**config.mk**
```make
export PLATFORM = sky130hd
export DESIGN_NAME = constraint_sample_sched
export DESIGN_NICKNAME = d
export VERILOG_FILES = /design/src/rtl/constraint_sample_sched.sv
export SDC_FILE = /design/constraint.sdc
export NUM_CORES = 1
export LEC_CHECK = 0
export ABC_AREA = 1
export CORE_AREA = 2 2 241 243
export CTS_CLUSTER_SIZE = 30
export DETAILED_ROUTE_END_ITERATION = 16
export DIE_AREA = 0 0 243 245
export PLACE_DENSITY = 0.7
export SYNTH_ARGS = -nofsm -noshare
export SYNTH_HDL_FRONTEND = slang
export SYNTH_SLANG_ARGS = --single-unit
```
**constraint.sdc**
```tcl
create_clock -name clk -period 2.9 [get_ports clk]
set_input_delay 0.435 -clock clk [delete_from_list [all_inputs] [get_ports clk]]
set_output_delay 0.435 -clock clk [all_outputs]
set_load 0.05 [all_outputs]
```
**src/rtl/constraint_sample_sched.sv**
```systemverilog
// Sequencer that fills pseudo-random candidates from a 64-bit Galois LFSR, presents each
// to an external constraint checker, and streams satisfying candidates over valid/ready.
module constraint_sample_sched #(
    parameter int CAND_W    = 185,
    parameter int CHECK_LAT = 1,
    parameter int NUM_W     = 16,
    parameter int TRY_W     = 32
) (
    input  logic              clk,
    input  logic              rst,
    input  logic              start,
    input  logic [63:0]       seed,
    input  logic [NUM_W-1:0]  num_samples,
    input  logic [TRY_W-1:0]  max_tries,
    output logic [CAND_W-1:0] cand,
    input  logic              chk_sat,
    output logic              smp_valid,
    input  logic              smp_ready,
    output logic [CAND_W-1:0] smp_data,
    output logic              busy,
    output logic              done,
    output logic              exhausted,
    output logic [NUM_W-1:0]  smp_count,
    output logic [TRY_W-1:0]  try_count
);

    localparam int          FILL_N    = (CAND_W + 63) / 64;
    localparam int          FW        = $clog2(FILL_N + 1);
    localparam int          LW        = (CHECK_LAT > 0) ? $clog2(CHECK_LAT + 1) : 1;
    localparam logic [63:0] LFSR_TAPS = 64'hD800_0000_0000_0000;

    typedef enum logic [2:0] {IDLE, FILL, CHECK, EMIT, DONE} state_t;

    state_t                state, state_next;
    logic [63:0]           lfsr, lfsr_next;
    logic [CAND_W+63:0]    cand_cat;
    logic [FW-1:0]         fill_cnt;
    logic [LW-1:0]         lat_cnt;
    logic [NUM_W-1:0]      num_q, smp_inc;
    logic [TRY_W-1:0]      max_q, try_inc;
    logic                  fill_last, check_fire, check_budget, emit_budget, xfer;

    assign lfsr_next    = (lfsr >> 1) ^ (lfsr[0] ? LFSR_TAPS : 64'h0);
    assign cand_cat     = {cand, lfsr_next};
    assign fill_last    = (fill_cnt == FW'(FILL_N - 1));
    assign check_fire   = (state == CHECK) && (lat_cnt == LW'(CHECK_LAT));
    assign try_inc      = (try_count == '1) ? try_count : try_count + TRY_W'(1);
    assign smp_inc      = (smp_count == '1) ? smp_count : smp_count + NUM_W'(1);
    assign check_budget = !chk_sat && (max_q != '0) && (try_inc == max_q);
    // Budget is judged only after the pending sample has been handed over.
    assign emit_budget  = (max_q != '0) && (try_count >= max_q);
    assign xfer         = (state == EMIT) && smp_ready;
    assign busy         = (state != IDLE);
    assign done         = (state == DONE);

    always_ff @(posedge clk) begin
        if (rst) begin
            state <= IDLE;
        end else begin
            state <= state_next;
        end
    end

    always_comb begin
        state_next = state;
        case (state)
            IDLE: begin
                if (start) begin
                    state_next = (num_samples == '0) ? DONE : FILL;
                end
            end
            FILL: begin
                if (fill_last) begin
                    state_next = CHECK;
                end
            end
            CHECK: begin
                if (check_fire) begin
                    if (chk_sat) begin
                        state_next = EMIT;
                    end else if (check_budget) begin
                        state_next = DONE;
                    end else begin
                        state_next = FILL;
                    end
                end
            end
            EMIT: begin
                if (xfer) begin
                    if (smp_inc == num_q || emit_budget) begin
                        state_next = DONE;
                    end else begin
                        state_next = FILL;
                    end
                end
            end
            DONE: begin
                state_next = IDLE;
            end
            default: begin
                state_next = IDLE;
            end
        endcase
    end

    always_ff @(posedge clk) begin
        if (rst) begin
            lfsr      <= 64'h1;
            cand      <= '0;
            smp_data  <= '0;
            smp_valid <= 1'b0;
            exhausted <= 1'b0;
            smp_count <= '0;
            try_count <= '0;
            num_q     <= '0;
            max_q     <= '0;
            fill_cnt  <= '0;
            lat_cnt   <= '0;
        end else begin
            case (state)
                IDLE: begin
                    if (start) begin
                        lfsr      <= (seed == 64'h0) ? 64'h1 : seed;
                        num_q     <= num_samples;
                        max_q     <= max_tries;
                        try_count <= '0;
                        smp_count <= '0;
                        exhausted <= 1'b0;
                        fill_cnt  <= '0;
                    end
                end
                FILL: begin
                    cand     <= cand_cat[CAND_W-1:0];
                    lfsr     <= lfsr_next;
                    fill_cnt <= fill_last ? '0 : fill_cnt + FW'(1);
                    lat_cnt  <= '0;
                end
                CHECK: begin
                    if (!check_fire) begin
                        lat_cnt <= lat_cnt + LW'(1);
                    end else begin
                        lat_cnt   <= '0;
                        try_count <= try_inc;
                        if (chk_sat) begin
                            smp_data  <= cand;
                            smp_valid <= 1'b1;
                        end else if (check_budget) begin
                            exhausted <= 1'b1;
                        end
                    end
                end
                EMIT: begin
                    if (smp_ready) begin
                        smp_valid <= 1'b0;
                        smp_count <= smp_inc;
                        if (smp_inc != num_q && emit_budget) begin
                            exhausted <= 1'b1;
                        end
                    end
                end
                default: begin
                end
            endcase
        end
    end

endmodule

```
==> results of run 1 <==
==> placed cells by master, fill, tap and decap left out, types with 2 or more instances in the layout <==
master	Yosys	final
clkinv_16	0	2
clkinv_2	0	16
a21oi_1	368	368
clkbuf_16	0	58
nand2_1	845	844
nor3_1	12	11
clkinvlp_4	0	3
buf_4	0	65
nor4_1	22	22
diode_2	0	4
clkbuf_1	176	9
inv_1	192	190
nand2_4	4	5
inv_2	2	2
clkbuf_8	0	18
nor2_2	3	4
ha_1	34	33
nand3_1	321	321
dfxtp_1	538	538
xor2_2	2	2
nand2_2	3	3
xnor2_1	6	6
o211ai_1	12	12
nand3b_1	6	6
nor2_1	354	351
inv_6	0	2
a211oi_1	2	2
o21ai_1	2	2
buf_12	0	15
nand4_1	21	21
clkdlybuf4s50_1	0	536
xor2_1	25	25
or2_2	2	2
nor2_4	2	5
o21ai_0	185	185
o21bai_1	7	7
==> worst paths after layout <==
path	to	from	slack (ns)	cells after the start
worst max-delay path	state[0]	try_count[6]	0.22	18
worst min-delay path	smp_data[105]	rst	0.21	2
worst max register to register	state[0]	try_count[6]	0.22	18
worst min register to register	smp_data[140]	smp_data[140]	0.46	2
==> routing by layer <==
metal	vias to the layer above	part of all wire (%)	track usage [%]
li1	11310	-	-
met1	10780	42	34.32
met2	858	47	43.62
met3	165	7.8	5.686
met4	8	3.8	10.03
met5	-	0.061	0
==> flip-flops by register name, indices dropped and copies added, names as in the netlist, 2 cells and up <==
name       cells
fill_cnt       2
max_q         32
state          3
smp_data     185
num_q         16
lfsr          64
cand         185
try_count     32
smp_count     16
==> power by group through the flow <==
stage               Combinational (mW)  Clock, mW  Sequential [mW]
floorplan                         4.14          0             12.8
global placement                  10.3          0             10.4
detailed placement                10.4          0             10.4
CTS                               10.5       7.55             10.3
global route                      11.3       7.87             10.5
finish                            10.5       7.43             10.3
==> logic make-up (layout without fill, tap and decap cells) <==
| logic type | count (synthesis) | in the layout | share of synthesized area, % |
|---|---|---|---|
| adder cells (fa/ha/maj) | 34 | 34 | 1.881 |
| XOR/XNOR | 33 | 33 | 1.344 |
| other | 0 | 4 | 0 |
| AND/OR/NAND/NOR | 1597 | 1598 | 29.30 |
| flip-flops | 538 | 538 | 47.63 |
| buffers and inverters | 396 | 921 | 6.700 |
| AO/OA/AOI/OAI | 581 | 581 | 13.15 |
==> stage by stage <==
stage,cell area [µm²],total power [mW],setup WS [ns]
floorplan,22610,16.93,0.1978
global placement,29010,20.74,0.05750
detailed placement,29010,20.82,-0.02466
CTS,30960,28.29,0.06181
global route,30980,29.66,0.001391
finish,30980,28.23,0.2174
==> layout make-up <==
| type | count | area share [%] |
|---|---|---|
| antenna | 4 | 0.03231 |
| clock buffer | 85 | 5.594 |
| clock inverter | 23 | 0.6866 |
| inverter | 195 | 2.399 |
| multi-input combinational | 2246 | 33.48 |
| sequential | 538 | 34.77 |
| tap | 765 | 3.090 |
| timing repair buffer | 618 | 19.95 |
==> flow_summary.toml, run 1 <==
[timing]
finalSetupViolCount = 0
period_share_pct = 92.50
relSlewSlack_pct = 19.24
fin_crit_ns = 2.683
slew_viol_final = 0
finalHoldViolCount = 0
worst_clock_skew_ns = 0.03932
fin_tns_setup_ns = 0
max_clock_freq_ghz = 0.3728
whs_ns = 0.2052
worstMarginPinSlew_ns = 1.210
rsz0062_at_grt = "false"

[clocking]
cts_tree = "yes"
clock_sinks = 538
clk_pin_slew_ns = 0.06
cts_setup_buffers = 0
cts_resized = 0
clock_latency_ns = 0.64
cts-buffers-inserted = 58
root_buffer = "clkbuf_16"
cts_max_level = 2
cts_buffer_depth = 3
postCtsHoldBufs = 0

[synth]
syn_nets = 3330
synth.most_common_cell = "nand2_1"
synth_common_cells = "nand2_1, dfxtp_1, a21oi_1"
synth_cell_types = 37
async_reset_ff_share_pct = 0
seq_area_frac_synth_pct = 47.63
postSynthAreaPerCell_um2 = 7.114
netlist_area_um2 = 22610
yosysTopAreaCellShare_pct = 47.63
ys.flop_type = "dfxtp_1"
synth_edf_count = 0
yosysTopAreaCell = "dfxtp_1"
yosysWarningCount = 0
netlist_instances = 3179
synthTopCellsByArea = "dfxtp_1, nand2_1, a21oi_1"
synth_seq_cells = 538

[power]
leakagePower_nw = 12.37
power.share.switching_pct = 42.08
vdd_ir_drop_max_mv = 0.7337
clkPwrFrac_pct = 26.3
comb_power_share_pct = 37.2
seq_power_share_pct = 36.5
powerDensity_nw_per_um2 = 911.2
switchingPower_mw = 11.88
p_int_mw = 16.35

[routing]
drt_pass1_iterations = 5
wl_per_cell_um = 18.61
vias_per_cell = 5.168
drtAntennaViolNets = 0
drc_errors = 0
routed_wl_mm = 83.27
first_iter_violations = 1691
vias = 23120

[placed_design]
dp.cells = 4361
gp_congestion = 0.9999
portBuffers = 538
dp_hpwl_mm = 57.91

[global_route]
grt_pass1_wl_mm = 126.2
grt_max_degree = 185
first_global_vias = 21260
track_usage_pct = 26.59
grt_overflow_total = 0
grt_antenna_before_repair = 7

[setup_path]
cp_num_buf_inv = 0
slowest_delay_ns = 0.45
critPathKind = "flop to flop"
cp.arrival_ns = 3.13
critPathRequiredTime_ns = 3.34
cp_common_cell = "nand2_1"
worstPathMaxFanout = 6
cp_slowest_cell = "dfxtp_1"
cp-end-kind = "flop"
path_delay_family = "simple AND/OR/NAND/NOR gates"
path_cells = "nand2_1 -> nor2_1 -> nand2_1 -> nor2_1 -> nand2_1 -> nand2_1 -> nand2_1 -> nand2_1 -> nand2_1 -> nand3b_1 -> nor2_1 -> nand2_1 -> nor2_1 -> nand2_1 -> nand2_1 -> nand3_1 -> nand2_1 -> a21oi_1"
start_kind = "flop"

[floorplan]
die_area_um2 = 59540
io_pins = 539
fp.dieH_um = 245
coreArea_um2 = 57030
start_util_pct = 39.65
row_count = 88
die_w_um = 243

[finish]
regArea_um2 = 10770
final-instance-count-excl-fill = 4474
final_util_pct = 54.32
fillers = 5495
multi_input_area_um2 = 10370
nets = 3808
drive_gt1_share_pct = 5.722
area_growth_pct = 36.99

[status]
status = "finished clean"

[job]
maxCapViolations = 0

[min_path]
hp-class = "input port to flop"
No activity file was read; power rests on OpenSTA's default activity.
==> inputs of run 2 (changes only) <==
--- a/config.mk
+++ b/config.mk
@@ -6,11 +6,13 @@
 export NUM_CORES = 1
 export LEC_CHECK = 0
 export ABC_AREA = 1
-export CORE_AREA = 2 2 241 243
+export CELL_PAD_IN_SITES_DETAIL_PLACEMENT = 1
+export CELL_PAD_IN_SITES_GLOBAL_PLACEMENT = 1
+export CORE_AREA = 2 2 258 260
 export CTS_CLUSTER_SIZE = 30
 export DETAILED_ROUTE_END_ITERATION = 16
-export DIE_AREA = 0 0 243 245
-export PLACE_DENSITY = 0.7
+export DIE_AREA = 0 0 260 262
+export PLACE_DENSITY = 0.83
 export SYNTH_ARGS = -nofsm -noshare
 export SYNTH_HDL_FRONTEND = slang
 export SYNTH_SLANG_ARGS = --single-unit
==> flow_summary.toml, run 2 (same netlist as run 1, synthesis figures left out) <==
[setup_path]
rrSetupSlack_ns = 0.19
critPathKind = "flop to output port"
start_kind = "flop"
cp.arrival_ns = 2.29
worstPathMaxFanout = 4
reg2reg_depth = 19
critPathRequiredTime_ns = 2.47
cp-end-kind = "output port"

[job]
maxCapViolations = 0

[timing]
worst_clock_skew_ns = 0.02071
fin_tns_setup_ns = 0
worstMarginPinSlew_ns = 0.9249
period_share_pct = 93.98
max_clock_freq_ghz = 0.3669
slew_viol_final = 0
fin_crit_ns = 2.725
finalHoldViolCount = 0
relSlewSlack_pct = 38.34
rsz0062_at_grt = "false"
whs_ns = 0.1749
finalSetupViolCount = 0

[finish]
final_util_pct = 47.90
nets = 3817
final_cell_mix = "nand2_1, clkdlybuf4s50_1, dfxtp_1"
drive_gt1_share_pct = 6.141
finish.instance_area_um2 = 31260
top_regs = "cand (185), smp_data (185), lfsr (64)"
area_growth_pct = 38.25
final_common_cell = "nand2_1"

[power]
power.share.switching_pct = 42.59
clkPwrFrac_pct = 27.2
p_int_mw = 16.76
powerDensity_nw_per_um2 = 933.6
comb_power_share_pct = 37.2
seq_power_share_pct = 35.6
leakagePower_nw = 12.46
vdd_ir_drop_max_mv = 0.6867
switchingPower_mw = 12.43

[min_path]
hp-class = "input port to flop"
hold_depth = 2

[clocking]
clock_latency_ns = 0.64
clock_sinks = 538
cts_tree = "yes"
root_buffer = "clkbuf_16"
cts_max_level = 2
clk_pin_slew_ns = 0.06
cts-buffers-inserted = 59
postCtsHoldBufs = 0
cts_buffer_depth = 3

[routing]
drc_errors = 0
vias = 23990
wl_per_cell_um = 21.05
drt_pass1_iterations = 5
first_iter_violations = 1684
drtAntennaViolNets = 0
routed_wl_mm = 96.53
vias_per_cell = 5.230

[status]
status = "finished clean"

[placed_design]
dp_hpwl_mm = 67.68
place_area_um2 = 29190
portBuffers = 538
gp_congestion = 0.9420

[floorplan]
row_count = 94
io_pins = 539
die_w_um = 260
die_area_um2 = 68120
fp.dieH_um = 262
coreArea_um2 = 65280
start_util_pct = 34.64

[global_route]
grt_max_degree = 154
grt_overflow_total = 0
grt_antenna_before_repair = 14
grt_pass1_wl_mm = 145.9
track_usage_pct = 27.37
first_global_vias = 24350
run 2: cell type report:
class | count | area, µm²
Inverter | 195 | 743.2
Clock inverter | 26 | 325.3
Antenna cell | 9 | 22.52
Sequential cell | 538 | 10780
Timing Repair Buffer | 627 | 6235
Tap cell | 864 | 1081
Clock buffer | 82 | 1703
Multi-Input combinational cell | 2245 | 10380
Fill cell | 8069 | 34010
run 2: final timing paths:
| check | from | to |
|---|---|---|
| hold reg to reg | smp_data[54] | smp_data[54] |
| setup / recovery | state[2] | busy |
| hold / removal | rst | smp_data[107] |
| setup reg to reg | try_count[8] | state[0] |
run 2: per-stage QoR:
stage | instances | worst slack, ns | power, mW
after global routing | 4584 | 0.0003597 | 30.67
after floorplan | 3179 | 0.1978 | 16.93
after CTS | 4577 | 0.1213 | 29.35
final | 4586 | 0.1745 | 29.19
after global placement | 4469 | 0.2463 | 21.09
after detailed placement | 4469 | 0.1372 | 21.31
run 2: critical path, stage by stage, from the launching register on:
cell,delay [ns]
dfxtp_1,0.41
nor2_1,0.07
inv_1,0.10
nor2_1,0.06
inv_1,0.08
buf_4,0.15
clkdlybuf4s50_1,0.80
run 2: timing repair:
action                     CTS  global route
gates resized for setup      0            11
buffers inserted             0             0
setup endpoints to repair    0             3
run 2: layer usage:
metal	global-route usage [%]	vias up	share of wire (%)
li1	-	11310	-
met4	10.70	10	3.8
met2	46.13	757	48
met3	6.530	203	6.9
met1	33.73	11710	41
met5	0	-	0.071
run 2: power groups by stage:
| stage | combinational (mW) | clock [mW] | sequential (mW) |
|---|---|---|---|
| 2_1_floorplan | 4.14 | 0 | 12.8 |
| 3_3_place_gp | 10.6 | 0 | 10.5 |
| 3_5_place_dp | 10.8 | 0 | 10.5 |
| 4_1_cts | 10.9 | 8.05 | 10.4 |
| 5_1_grt | 11.8 | 8.35 | 10.6 |
| 6_report | 10.9 | 7.93 | 10.4 |
==> inputs of run 3 (changes only) <==
==> constraint.sdc (replaced) <==
create_clock -name clk -period 2.59 [get_ports clk]
set_input_delay 0.3885 -clock clk [delete_from_list [all_inputs] [get_ports clk]]
set_output_delay 0.3885 -clock clk [all_outputs]
set_load 0.05 [all_outputs]
==> flow_summary.toml, run 3 (same netlist as run 1, synthesis figures left out) <==
[routing]
first_iter_violations = 1289
vias_per_cell = 5.206
wl_per_cell_um = 21.04
routed_wl_mm = 97.88
drt_pass1_iterations = 5
drtAntennaViolNets = 0
drc_errors = 0
vias = 24220

[finish]
nets = 3871
final_util_pct = 49.00
fillers = 8073
final_common_cell = "nand2_1"
final_cell_mix = "nand2_1, clkdlybuf4s50_1, dfxtp_1"
top_regs = "cand (185), smp_data (185), lfsr (64)"
area_growth_pct = 41.45
drive_gt1_share_pct = 8.886

[setup_path]
critPathLaunch = "try_count[14]"
path_delay_family = "simple AND/OR/NAND/NOR gates"
cp.depth = 21
critPathKind = "flop to flop"
endpoint = "state[0]"
reg2reg_depth = 21
cp_common_cell = "nand2_1"
cp_num_buf_inv = 3
cp-end-kind = "flop"
reg2reg_from = "try_count[14]"
start_kind = "flop"
cp_slowest_cell = "dfxtp_2"
path_cells = "buf_4 -> nand2_1 -> nor2_2 -> nand2_1 -> nor2_1 -> nand2_1 -> nand2_1 -> nand2_1 -> nand3_1 -> nand2_1 -> nor2_1 -> nand2_1 -> inv_1 -> nand2_1 -> nor2_4 -> buf_4 -> nand2_1 -> nand2_1 -> nand3_1 -> nand2_1 -> a21oi_1"
worstPathMaxFanout = 2
critPathRequiredTime_ns = 3.07
cp.arrival_ns = 3.02
rrSetupSlack_ns = 0.05
r2r_end = "state[0]"
slowest_delay_ns = 0.35

[timing]
rsz0062_at_grt = "true"
worst_clock_skew_ns = 0.04787
slew_viol_final = 0
fin_crit_ns = 2.544
relSlewSlack_pct = 40.34
worstMarginPinSlew_ns = 0.8949
finalSetupViolCount = 0
finalHoldViolCount = 0
period_share_pct = 98.24
max_clock_freq_ghz = 0.3930

[power]
total_power_mw = 33.01
vdd_ir_drop_max_mv = 0.5812
p_int_mw = 18.97
comb_power_share_pct = 37.7
powerDensity_nw_per_um2 = 1032
clkPwrFrac_pct = 27.2
seq_power_share_pct = 35.2
switchingPower_mw = 14.05
power.share.switching_pct = 42.55
leakagePower_nw = 12.79

[clocking]
cts_tree = "yes"
clock_sinks = 538
clock_latency_ns = 0.66
clk_pin_slew_ns = 0.07
cts-buffers-inserted = 59
cts_buffer_depth = 3
cts_max_level = 2
root_buffer = "clkbuf_16"

[floorplan]
row_count = 94
fp.dieH_um = 262
start_util_pct = 34.64
die_w_um = 260
coreArea_um2 = 65280
io_pins = 539
die_area_um2 = 68120

[status]
status = "finished clean"

[min_path]
worstHoldStart = "rst"
hp-class = "input port to flop"

[global_route]
grt_pass1_wl_mm = 145.9
track_usage_pct = 27.40
grt_max_degree = 162
grt_overflow_total = 0
first_global_vias = 24820
grt_antenna_before_repair = 28

[placed_design]
gp_congestion = 0.9585
portBuffers = 538
dp_hpwl_mm = 68.96

[job]
maxCapViolations = 0
[run 3: cell count changes in the layout (fill, tap and decap cells not counted), moves of 6 or more]
cell,previous run,this run
buf_4,75,121
dfxtp_1,532,524
dfxtp_2,6,12
diode_2,9,18
nand2_1,844,833
nand2_2,3,14
nor2_1,349,322
nor2_2,4,28
o21ai_0,184,178
[run 3: cell type report]
type / count / area (µm²) / share of cell area, %
Clock buffer: 87 / 1752 / 5.476
Inverter: 195 / 743.2 / 2.323
Clock inverter: 24 / 329.1 / 1.029
Tap cell: 864 / 1081 / 3.380
Antenna cell: 18 / 45.04 / 0.1408
Timing Repair Buffer: 680 / 6703 / 20.95
Multi-Input combinational cell: 2246 / 10540 / 32.96
Sequential cell: 538 / 10790 / 33.74
[run 3: worst min-delay path: cells and delay by family]
family	cells	cell delay [ns]
buffers and inverters	3	0.28
AND/OR/NAND/NOR	1	0.12
[run 3: per-stage QoR]
step           setup WS (ns)  cells   TNS [ns]  hold WS [ns]  area [µm²]
2_1_floorplan         0.1116   3179          0        0.4288       22620
3_3_place_gp       -0.007972   4518  -0.008239        0.4473       29630
6_report             0.04553   4652          0        0.1926       31990
4_1_cts            0.0001963   4629          0        0.1441       31720
3_5_place_dp        -0.09814   4518    -0.1654        0.4524       29630
5_1_grt              -0.1460   4651    -0.2037        0.1976       31980
[run 3: power by group through the flow]
stage	Combinational (mW)	Clock, mW	Sequential (mW)
final	12.4	8.97	11.6
after global routing	13.4	9.45	11.8
after CTS	12.4	9.11	11.6
after detailed placement	12.3	0	11.7
after global placement	12.0	0	11.7
after floorplan	4.63	0	14.3
[run 3: how the worst min path moves through the flow]
stage	end	cells past startpoint
after CTS	lfsr[61]	4
after global routing	lfsr[61]	4
after floorplan	fill_cnt[1]	1
after global placement	smp_data[43]	2
after detailed placement	smp_data[146]	2
final	lfsr[61]	4
[run 3: metal layers]
metal	wire, µm	vias to the layer above	track usage [%]
li1	-	11430	-
met1	39450	11820	33.31
met2	46600	729	45.60
met3	7415	225	7.292
met4	4291	18	11.99
met5	118	-	0
[run 3: timing repair]
action	in CTS	in global routing
setup endpoints to repair	4	66
hold buffers	0	0
pin swaps	0	12
gates cloned	0	1
setup buffers	0	4
resized for setup	4	72
